[src/rtl/spi_pkg.sv]
// Shared types and helpers for the parametrised SPI master.
// Latency: n/a (types, constants and a combinational helper only).
// Backpressure: n/a.
package spi_pkg;

  // Transfer sequencing states.
  typedef enum logic [1:0] {
    ST_IDLE     = 2'd0,
    ST_CS_SETUP = 2'd1,
    ST_XFER     = 2'd2,
    ST_CS_HOLD  = 2'd3
  } spi_state_e;

  // SPI modes encoded as {cpol, cpha}.
  localparam logic [1:0] SPI_MODE0 = 2'b00;
  localparam logic [1:0] SPI_MODE1 = 2'b01;
  localparam logic [1:0] SPI_MODE2 = 2'b10;
  localparam logic [1:0] SPI_MODE3 = 2'b11;

  // Mirror the low w bits of v; bits at and above w come back as zero.
  function automatic logic [31:0] bit_rev(input logic [31:0] v, input int unsigned w);
    logic [31:0] r;
    r = '0;
    for (int i = 0; i < 32; i++) begin
      if (i < int'(w)) r[i] = v[5'(int'(w) - 1 - i)];
    end
    return r;
  endfunction

endpackage

[src/rtl/spi_sclk_gen.sv]
// SCLK generator: half-period counter, SCLK toggle and leading/trailing edge strobes.
// Latency: tick asserts on the (clk_div+1)-th enabled cycle; SCLK changes on the edge after a strobe.
// Backpressure: none; en/clr/toggle_en/load come straight from the controlling FSM.
// Ports: clk, reset (sync, active-low); clk_div = half-period minus one; en counts, clr zeroes
//        the counter; toggle_en lets SCLK toggle on tick; load forces SCLK to load_val;
//        idle_lvl is CPOL. Outputs: tick, lead_edge, trail_edge, sclk.
module spi_sclk_gen #(
  parameter int DIV_W = 8
) (
  input  logic             clk,
  input  logic             reset,
  input  logic [DIV_W-1:0] clk_div,
  input  logic             en,
  input  logic             clr,
  input  logic             toggle_en,
  input  logic             load,
  input  logic             load_val,
  input  logic             idle_lvl,
  output logic             tick,
  output logic             lead_edge,
  output logic             trail_edge,
  output logic             sclk
);

  logic [DIV_W-1:0] cnt_q, cnt_d;
  logic             sclk_q, sclk_d;

  assign tick = en && (cnt_q == clk_div);

  // A toggle away from the idle level is a leading edge, back towards it a trailing edge.
  assign lead_edge  = tick && toggle_en && (sclk_q == idle_lvl);
  assign trail_edge = tick && toggle_en && (sclk_q != idle_lvl);
  assign sclk       = sclk_q;

  always_comb begin
    cnt_d  = cnt_q;
    sclk_d = sclk_q;
    if (clr || tick) cnt_d = '0;
    else if (en)     cnt_d = cnt_q + 1'b1;
    if (load)                   sclk_d = load_val;
    else if (tick && toggle_en) sclk_d = ~sclk_q;
  end

  always_ff @(posedge clk) begin
    if (!reset) begin
      cnt_q  <= '0;
      sclk_q <= 1'b0;
    end else begin
      cnt_q  <= cnt_d;
      sclk_q <= sclk_d;
    end
  end

endmodule

[src/rtl/spi_master_param.sv]
// Parametrised SPI master: configurable width, divider, one-hot CS, bit order and CS-keep bursts.
// Latency: accept to done (2*DATA_W+2)*H+1 cycles, H = clk_div+1; minus H for each skipped CS phase.
// Backpressure: start is taken only while ready=1; start while busy is ignored.
// Ports: clk, reset (sync, active-low); start/ready/busy/done handshake; cpol, cpha, lsb_first,
//        cs_sel, cs_keep, clk_div, tx_data configure a word; rx_data is the last received word;
//        SCLK, MOSI, MISO, cs_n form the serial bus.
module spi_master_param
  import spi_pkg::*;
#(
  parameter int DATA_W = 8,
  parameter int NUM_CS = 4,
  parameter int DIV_W  = 8,
  localparam int CSW   = (NUM_CS > 1) ? $clog2(NUM_CS) : 1
) (
  input  logic              clk,
  input  logic              reset,
  input  logic              start,
  input  logic              cpol,
  input  logic              cpha,
  input  logic              lsb_first,
  input  logic [CSW-1:0]    cs_sel,
  input  logic              cs_keep,
  input  logic [DIV_W-1:0]  clk_div,
  input  logic [DATA_W-1:0] tx_data,
  output logic [DATA_W-1:0] rx_data,
  output logic              ready,
  output logic              done,
  output logic              busy,
  output logic              SCLK,
  output logic              MOSI,
  input  logic              MISO,
  output logic [NUM_CS-1:0] cs_n
);

  localparam int BCW = $clog2(DATA_W);

  spi_state_e          state_q, state_d;
  logic                cpol_q, cpol_d, cpha_q, cpha_d, lsb_q, lsb_d, keep_q, keep_d;
  logic [DIV_W-1:0]    div_q, div_d;
  logic [NUM_CS-1:0]   cs_n_q, cs_n_d, cs_dec;
  logic                held_q, held_d;
  logic [DATA_W-1:0]   tx_sh_q, tx_sh_d, rx_sh_q, rx_sh_d, rx_data_q, rx_data_d, tx_word;
  logic                mosi_q, mosi_d, ready_q, ready_d, done_q, done_d;
  logic [BCW-1:0]      bcnt_q, bcnt_d;
  logic                accept, load, finish, last_trail, sample;
  logic                tick, lead_edge, trail_edge;

  spi_sclk_gen #(.DIV_W(DIV_W)) u_sclk (
    .clk       (clk),
    .reset     (reset),
    .clk_div   (div_q),
    .en        (state_q != ST_IDLE),
    .clr       (state_q == ST_IDLE),
    .toggle_en (state_q == ST_XFER),
    .load      (load),
    .load_val  (cpol),
    .idle_lvl  (cpol_q),
    .tick      (tick),
    .lead_edge (lead_edge),
    .trail_edge(trail_edge),
    .sclk      (SCLK)
  );

  assign accept     = start && ready_q;
  // The shifter always works MSB-first; LSB-first words are mirrored on the way in and out.
  assign tx_word    = lsb_first ? DATA_W'(bit_rev(32'(tx_data), DATA_W)) : tx_data;
  assign last_trail = trail_edge && (bcnt_q == BCW'(DATA_W - 1));
  assign sample     = cpha_q ? trail_edge : lead_edge;

  // An out-of-range cs_sel leaves every line deasserted.
  always_comb begin
    cs_dec = '1;
    for (int i = 0; i < NUM_CS; i++) begin
      if (int'(cs_sel) == i) cs_dec[i] = 1'b0;
    end
  end

  always_comb begin
    state_d   = state_q;
    cpol_d    = cpol_q;
    cpha_d    = cpha_q;
    lsb_d     = lsb_q;
    keep_d    = keep_q;
    div_d     = div_q;
    cs_n_d    = cs_n_q;
    held_d    = held_q;
    tx_sh_d   = tx_sh_q;
    rx_sh_d   = rx_sh_q;
    rx_data_d = rx_data_q;
    mosi_d    = mosi_q;
    ready_d   = ready_q;
    done_d    = 1'b0;
    bcnt_d    = bcnt_q;
    load      = 1'b0;
    finish    = 1'b0;
    case (state_q)
      ST_IDLE: begin
        if (accept) begin
          cpol_d  = cpol;
          cpha_d  = cpha;
          lsb_d   = lsb_first;
          keep_d  = cs_keep;
          div_d   = clk_div;
          ready_d = 1'b0;
          bcnt_d  = '0;
          load    = 1'b1;
          // With cpha=0 the first bit must already be on MOSI before the first leading edge.
          if (cpha) begin
            tx_sh_d = tx_word;
          end else begin
            tx_sh_d = tx_word << 1;
            mosi_d  = tx_word[DATA_W-1];
          end
          // A held burst line skips setup and ignores the new cs_sel.
          if (held_q) begin
            state_d = ST_XFER;
          end else begin
            state_d = ST_CS_SETUP;
            cs_n_d  = cs_dec;
          end
        end
      end
      ST_CS_SETUP: begin
        if (tick) state_d = ST_XFER;
      end
      ST_XFER: begin
        if (sample) rx_sh_d = {rx_sh_q[DATA_W-2:0], MISO};
        if (cpha_q ? lead_edge : (trail_edge && !last_trail)) begin
          mosi_d  = tx_sh_q[DATA_W-1];
          tx_sh_d = tx_sh_q << 1;
        end
        if (trail_edge) bcnt_d = bcnt_q + 1'b1;
        if (last_trail) begin
          if (keep_q) begin
            state_d = ST_IDLE;
            held_d  = 1'b1;
            finish  = 1'b1;
          end else begin
            state_d = ST_CS_HOLD;
            held_d  = 1'b0;
          end
        end
      end
      ST_CS_HOLD: begin
        if (tick) begin
          state_d = ST_IDLE;
          cs_n_d  = '1;
          finish  = 1'b1;
        end
      end
      default: state_d = ST_IDLE;
    endcase
    // rx_sh_d is used so a sample taken on the completing edge is included.
    if (finish) begin
      done_d    = 1'b1;
      ready_d   = 1'b1;
      rx_data_d = lsb_q ? DATA_W'(bit_rev(32'(rx_sh_d), DATA_W)) : rx_sh_d;
    end
  end

  always_ff @(posedge clk) begin
    if (!reset) begin
      state_q   <= ST_IDLE;
      cpol_q    <= 1'b0;
      cpha_q    <= 1'b0;
      lsb_q     <= 1'b0;
      keep_q    <= 1'b0;
      div_q     <= '0;
      cs_n_q    <= '1;
      held_q    <= 1'b0;
      tx_sh_q   <= '0;
      rx_sh_q   <= '0;
      rx_data_q <= '0;
      mosi_q    <= 1'b0;
      ready_q   <= 1'b1;
      done_q    <= 1'b0;
      bcnt_q    <= '0;
    end else begin
      state_q   <= state_d;
      cpol_q    <= cpol_d;
      cpha_q    <= cpha_d;
      lsb_q     <= lsb_d;
      keep_q    <= keep_d;
      div_q     <= div_d;
      cs_n_q    <= cs_n_d;
      held_q    <= held_d;
      tx_sh_q   <= tx_sh_d;
      rx_sh_q   <= rx_sh_d;
      rx_data_q <= rx_data_d;
      mosi_q    <= mosi_d;
      ready_q   <= ready_d;
      done_q    <= done_d;
      bcnt_q    <= bcnt_d;
    end
  end

  assign rx_data = rx_data_q;
  assign ready   = ready_q;
  assign busy    = ~ready_q;
  assign done    = done_q;
  assign MOSI    = mosi_q;
  assign cs_n    = cs_n_q;

endmodule

[config.mk]
export PLATFORM = sky130hd
export DESIGN_NAME = spi_master_param
export DESIGN_NICKNAME = d
export VERILOG_FILES = /design/src/rtl/spi_pkg.sv /design/src/rtl/spi_sclk_gen.sv /design/src/rtl/spi_master_param.sv
export SDC_FILE = /design/constraint.sdc
export NUM_CORES = 1
export LEC_CHECK = 0
export CAP_MARGIN = 0
export CORE_MARGIN = 4
export CORE_UTILIZATION = 25
export CTS_BUF_LIST = sky130_fd_sc_hd__clkbuf_8 sky130_fd_sc_hd__clkbuf_16
export CTS_CLUSTER_SIZE = 24
export DETAILED_ROUTE_END_ITERATION = 10
export GPL_TIMING_DRIVEN = 0
export REMOVE_ABC_BUFFERS = 1
export SYNTH_ARGS = -nofsm -noshare
export SYNTH_HDL_FRONTEND = slang
export SYNTH_SLANG_ARGS = --single-unit
[constraint.sdc]
create_clock -name clk -period 5.58 [get_ports clk]
set_input_delay 0.558 -clock clk [delete_from_list [all_inputs] [get_ports clk]]
set_output_delay 0.558 -clock clk [all_outputs]
set_load 0.02 [all_outputs]
==> results of run 1 <==
## how the worst max path moves through the flow
stage	endpoint	slack (ns)	depth (start not counted)
floorplan	rx_data[0]$_SDFFE_PN0P_	2.72	5
global route	rx_data[5]$_SDFFE_PN0P_	1.94	5
global placement	rx_data[7]$_SDFFE_PN0P_	1.99	4
finish	rx_data[0]$_SDFFE_PN0P_	2.21	5
CTS	rx_data[0]$_SDFFE_PN0P_	2.17	5
detailed placement	rx_data[7]$_SDFFE_PN0P_	1.99	4
## layout by cell type (no fill, tap or decap), drive strengths merged, types with 2 or more instances in the layout
master / count
dfxtp: 58
nand2: 42
clkdlybuf4s50: 42
nor2: 24
a21oi: 24
mux2i: 22
xnor2: 14
mux4: 12
clkbuf: 11
nand3: 9
a22o: 8
a21o: 6
o21ai: 5
nand2b: 5
nor3: 5
inv: 4
nand4: 3
nor2b: 3
ha: 3
nor4: 3
xor2: 3
o32a: 2
nor3b: 2
nand4b: 2
or4: 2
o211ai: 2
o2111ai: 2
o32ai: 2
a2111o: 2
clkinvlp: 2
bufinv: 2
## kinds of logic (layout without fill, tap and decap cells)
group / count (synthesis) / after routing
adder cells (fa/ha/maj): 3 / 3
flip-flops: 58 / 58
XOR/XNOR: 18 / 18
AND/OR/NAND/NOR: 104 / 104
AO/OA/AOI/OAI: 60 / 60
buffers and inverters: 27 / 63
multiplexers: 35 / 35
## registers in the layout, summed over array words and instances, names as in the netlist
name / flops
cs_n: 4
tx_sh_q: 8
cpol_q: 1
u_sclk.sclk: 1
ready: 1
cpha_q: 1
bcnt_q: 3
rx_sh_q: 8
held_q: 1
lsb_q: 1
u_sclk.cnt_q: 8
rx_data: 8
MOSI: 1
div_q: 8
state_q: 2
done: 1
keep_q: 1
## per-layer routing
metal	wire length [µm]	vias to the layer above	share of wire	global-route usage
li1	-	1161	-	-
met1	3200	1079	0.50	0.141
met2	2730	46	0.43	0.147
met3	325	10	0.051	0.0272
met4	119	0	0.019	0.0480
met5	0	-	0	0
## area by class of cell
class | count | share of cell area
clock buffers | 11 | 0.0672
clock inverters | 4 | 0.0200
inverters | 5 | 0.00499
multi-input cells | 220 | 0.436
flip-flops and latches | 58 | 0.309
well taps | 143 | 0.0476
repair buffers | 43 | 0.115
## power groups by stage
stage | clock network [µW] | registers [µW] | logic [µW]
after floorplan | 0 | 481 | 151
after global placement | 0 | 480 | 229
after detailed placement | 0 | 483 | 236
after CTS | 608 | 474 | 237
after global routing | 627 | 479 | 259
final | 599 | 474 | 235
## stage by stage
step / setup WS, ns / total power [µW]
after floorplan: 2.72 / 632
after global routing: 1.94 / 1360
after detailed placement: 1.99 / 718
after global placement: 1.99 / 709
after CTS: 2.17 / 1320
final: 2.21 / 1310
## worst max-delay path, delay by kind of cell, from the launching register on
family	cells	cell delay, ns
simple gates	3	1.78
flops	1	0.65
compound gates	1	0.21
mux	1	0.62
==> summary.md, run 1 <==
| Metric | Value |
|---|---|
| Row cnt | 39 |
| P_leak | 0.00135 µW |
| P_sw | ~350 µW |
| Gate power share | 0.180 |
| Area of the multi-input gates | 1640 µm² |
| H-tree lvl count | 3 |
| Post-synth ARST share | 0 |
| WL/cell | 13.2 µm |
| Post-synthesis mux area share | 0.172 |
| Vias in the first global route | 2246 |
| Maximum VDD drop | 118 µV |
| Largest family of logic cells by synthesized area | multiplexers |
| Initial core utilization | 0.255 |
| Max cap viols | 0 |
| Final hold vios | 0 |
| Synth top area share | 0.399 |
| Int Pwr | around 960 µW |
| Post-synth top cells | dfxtp_1, nand2_1, nor2_1 |
| Worst Tran Pin Value | around 1.2 ns |
| PortBufs | 42 |
| Core Area | 11400 µm² |
| Simple-gate share of the synthesized area | 0.171 |
| Crit end category | register |
| Syn Area/Cell | ~9.5 µm² |
| Vias per cell | about 4.7 |
| Slowest-stage cell, CP | nor3_2 |
| Hold Crit Endpoint | tx_sh_q[1]$_SDFFE_PN0P_ |
| CP Launch Type | register |
| Layout Skew | about 0.012 ns |
| Hold Path Depth | 2 |
| Hpwl dp | 4430 µm |
| R2R Path End | rx_data[0]$_SDFFE_PN0P_ |
| Number of cells on the worst reg-to-reg path | 5 |
| Worst path arrival time | about 3.6 ns |
| IO Count | 43 |
| Worst hold path class | register to register |
| Number of flops mapped to enable cells by yosys | 0 |
| Post-Syn Area | 2910 µm² |
| CP Max Fanout | 15 |
| Final setup viols | 0 |
| Sum of negative setup slack | 0 ns |
| Final ANT Viol Nets | 0 |
| RSZ-0062 raised after global routing | false |
| Final core utilization | 0.329 |
| Sequential share of the synthesized area | 0.399 |
| Unique cell type count in the Yosys netlist | 52 |
| Status | completed |
| Critical-path cell list | nand2b_1 -> nand2b_4 -> nor3_2 -> mux4_2 -> a22o_1 |
| Sequential Area | between 1000 and 1500 µm² |
| Gate Count Post-Synth | 305 |
| Largest net degree at the start of global routing | 35 |
| Synthesis-to-layout area growth | 29.1% |
| Critical path startpoint | state_q[1]$_SDFFE_PN0P_ |
| CTS sink cnt | between 50 and 60 |
| Final Instance Area | around 3800 µm² |
| First-pass DRT Iterations | 4 |
| Ys flop type | dfxtp_1 |
| Sw Share | 0.267 |
| Slew Limit Fails | 0 |
| R2r setup slk | 2.21 ns |
| CTS tree | built |
| Post-Layout Cell Count | 484 |
| PD cells | ~350 nW/µm² |
| WHS | around 0.47 ns |
| Tcrit/Tclk final | 0.605 |
| GRT Overall Usage | 0.102 |
| Nets | between 300 and 400 |
| First-pass GRT wire length | between 10000 and 15000 µm |
| CP max stage delay | approximately 0.93 ns |
| Clock Pin Slew Worst Setup and Hold Paths | 0.05 ns |
| Post-CTS setup buffers | 0 |
| Drt drc | 0 |
| Synth Area in Compound Gates | 0.144 |
| Global route total overflow | 0 |
| Number of fill cells | 1200 |
| Synth Area in XOR/XNOR | 0.0619 |
| Clock root cell | clkbuf_16 |
| Placed cell areas | around 3400 µm² |
| Post-CTS Hold Buffers | 0 |
| Resized Gates After CTS | 0 |
| Die area | ~13000 µm² |
| Die height | around 120 µm |
| Post-Synth Adder-Cell Area | 0.0129 |
| Clock power share | 0.458 |
| Crit path kind | register to register |
| Routed WL | 6380 µm |
| Dpl cells | between 400 and 500 |
| Biggest area consumer among synthesized cells | dfxtp_1 |
| Initial detailed-routing violation count | approximately 120 |
| DIE WIDTH | 116 µm |
| Synth top area cells | dfxtp_1, mux4_2, mux2i_1, nand2_1, xnor2_1 |
| Max Buffers Root-to-Sink | 2 |
| Worst skew pair latency | 0.32 ns |
| Synth warn | 0 |
| ANT cells | 0 |
| Initial antenna violation count | 0 |
| Via count | roughly 2300 |
| Reg-to-Reg Start | state_q[1]$_SDFFE_PN0P_ |
| Worst EP required | around 5.8 ns |
| Sequential share of power | 0.362 |
| Most common cell in the synthesized netlist | dfxtp_1 |
| Minimum clock period | approximately 3.4 ns |
| Global placement routability congestion | approximately 0.76 |
| Share of layout cells above drive strength 1 | 0.120 |
| Slew HR | 0.168 |
| Fmax | slightly below 0.3 GHz |
| CTS Buf Count | 9 |
| #FFs+latches synth | slightly below 60 |
| Hold Crit Start | tx_sh_q[1]$_SDFFE_PN0P_ |
No activity file was read; power rests on OpenSTA's default activity.
==> run 2: changes to the inputs <==
==> constraint.sdc (replaced) <==
create_clock -name clk -period 3.54 [get_ports clk]
set_input_delay 0.354 -clock clk [delete_from_list [all_inputs] [get_ports clk]]
set_output_delay 0.354 -clock clk [all_outputs]
set_load 0.02 [all_outputs]
==> summary.md, run 2 (same netlist as run 1, synthesis figures left out) <==
| Metric | Value |
|---|---|
| Status | completed |
| Initial core utilization | 0.255 (unchanged) |
| Share of layout cells above drive strength 1 | 0.120 (unchanged) |
| R2r setup slk | 0.51 ns (-1.70 ns) |
| Via count | 2302 (+0.26%) |
| Slew HR | 0.279 (+0.110) |
| First-pass DRT Iterations | 4 (unchanged) |
| Dpl cells | 469 (unchanged) |
| Minimum clock period | 3.03 ns (-0.340 ns) |
| IO Count | 43 (unchanged) |
| Clock Pin Slew Worst Setup and Hold Paths | 0.05 ns (about the same) |
| Post-Layout Cell Count | 484 (unchanged) |
| Sum of negative setup slack | 0 ns (unchanged) |
| CP Buf/Inv Count | 0 (unchanged) |
| Vias per cell | 4.76 (+0.26%) |
| Top delay family on crit path | simple AND/OR/NAND/NOR gates |
| Worst skew pair latency | 0.33 ns (about the same) |
| R2R Path End | rx_data[0]$_SDFFE_PN0P_ |
| Max cap viols | 0 (unchanged) |
| CP Launch Type | register |
| Worst path arrival time | 3.25 ns (-0.34 ns) |
| Power, Total | 2070 µW (+58%) |
| RSZ-0062 raised after global routing | false |
| Commonest non-fill, non-tap cell in the layout | dfxtp_1 |
| Final hold vios | 0 (unchanged) |
| Hold Path Depth | 2 (unchanged) |
| CTS tree | built |
| Hold Crit Start | tx_sh_q[1]$_SDFFE_PN0P_ |
| Nets | 366 (unchanged) |
| Maximum VDD drop | 187 µV (+58%) |
| Row cnt | 39 (unchanged) |
| Layout Skew | 0.0134 ns (+0.00191 ns) |
| Largest net degree at the start of global routing | 35 (unchanged) |
| Critical path startpoint | state_q[1]$_SDFFE_PN0P_ |
| CTS Buf Count | 9 (unchanged) |
| Global route total overflow | 0 (unchanged) |
| Final core utilization | 0.330 (+0.000548) |
| Reg-to-Reg Start | state_q[1]$_SDFFE_PN0P_ |
| Critical-path cell list | nand2b_1 -> nand2b_4 -> nor3_4 -> mux4_2 -> a22o_1 |
| ANT cells | 0 (unchanged) |
| PortBufs | 42 (unchanged) |
| Clock root cell | clkbuf_16 |
| Number of fill cells | 1199 (-0.083%) |
| Tcrit/Tclk final | 0.857 (+0.253) |
| Initial detailed-routing violation count | 137 (+10%) |
| Max Buffers Root-to-Sink | 2 (unchanged) |
| Hold Crit Endpoint | tx_sh_q[1]$_SDFFE_PN0P_ |
| P_leak | 0.00135 µW (about the same) |
| Slowest-stage cell, CP | dfxtp_1 |
| H-tree lvl count | 3 (unchanged) |
| Crit path kind | register to register |
| Core Area | 11400 µm² (unchanged) |
| Global placement routability congestion | 0.759 (unchanged) |
| Worst hold path class | register to register |
| CTS sink cnt | 58 (unchanged) |
| CP max stage delay | 0.65 ns (-0.28 ns) |
| Fmax | 0.330 GHz (+11%) |
| Worst EP required | 3.75 ns (-2.04 ns) |
| First-pass GRT wire length | 10800 µm (unchanged) |
| GRT Overall Usage | 0.102 (unchanged) |
| Final ANT Viol Nets | 0 (unchanged) |
| WL/cell | 13.2 µm (+0.17%) |
| Commonest non-fill, non-tap cells in the layout | dfxtp_1, nand2_1, clkdlybuf4s50_1 |
| Worst Tran Pin Value | 1.08 ns (-0.158 ns) |
| Post-CTS setup buffers | 0 (unchanged) |
| Slew Limit Fails | 0 (unchanged) |
| PD cells | 549 nW/µm² (+58%) |
| Hpwl dp | 4430 µm (unchanged) |
| Post-CTS Hold Buffers | 0 (unchanged) |
| Die height | 116 µm (unchanged) |
| Vias in the first global route | 2246 (unchanged) |
| CP Max Fanout | 15 (unchanged) |
| Routed WL | 6390 µm (+0.17%) |
| Die area | 13400 µm² (unchanged) |
| Number of cells on the worst reg-to-reg path | 5 (unchanged) |
| Drt drc | 0 (unchanged) |
| Crit end category | register |
| Final setup viols | 0 (unchanged) |
| Initial antenna violation count | 0 (unchanged) |
| Synthesis-to-layout area growth | 29.4% |
| Resized Gates After CTS | 0 (unchanged) |
| DIE WIDTH | 116 µm (unchanged) |
run 2: cell type report:
cell class	instances	area (µm²)	share of cell area
clock inverters	4	75.1	0.0199
inverters	5	18.8	0.00499
flip-flops and latches	58	1160	0.308
clock buffers	11	253	0.0671
well taps	143	179	0.0475
repair buffers	43	432	0.115
multi-input cells	220	1650	0.437
run 2: worst max path at each step:
stage | end | cells after the start
4_1_cts | rx_data[0]$_SDFFE_PN0P_ | 5
3_5_place_dp | rx_data[5]$_SDFFE_PN0P_ | 5
5_1_grt | rx_data[7]$_SDFFE_PN0P_ | 4
2_1_floorplan | rx_data[0]$_SDFFE_PN0P_ | 5
6_report | rx_data[0]$_SDFFE_PN0P_ | 5
3_3_place_gp | rx_data[7]$_SDFFE_PN0P_ | 4
run 2: worst min-delay path, cell delays in order (launching register included):
cell and delay, ns:
dfxtp_1 0.31, nand3_1 0.06, a21oi_1 0.05
run 2: stage by stage:
| step | worst slack (ns) | cell area, µm² | hold slack, ns |
|---|---|---|---|
| global placement | 0.156 | 3410 | 0.452 |
| global route | 0.173 | 3760 | 0.487 |
| finish | 0.505 | 3760 | 0.466 |
| CTS | 0.134 | 3760 | 0.465 |
| detailed placement | 0.151 | 3430 | 0.458 |
| floorplan | 0.680 | 2820 | 0.416 |
run 2: metal layers:
metal | up-vias | track usage | share of wire
li1 | 1161 | - | -
met1 | 1084 | 0.141 | 0.50
met2 | 51 | 0.147 | 0.43
met3 | 6 | 0.0272 | 0.054
met4 | 0 | 0.0480 | 0.013
met5 | - | 0 | 0
run 2: report_power, final:
part | internal, µW | total [µW] | switching [µW]
Combinational | 166 | 374 | 208
Clock | 649 | 946 | 297
Sequential | 697 | 747 | 50.7
Total | 1510 | 2070 | 555
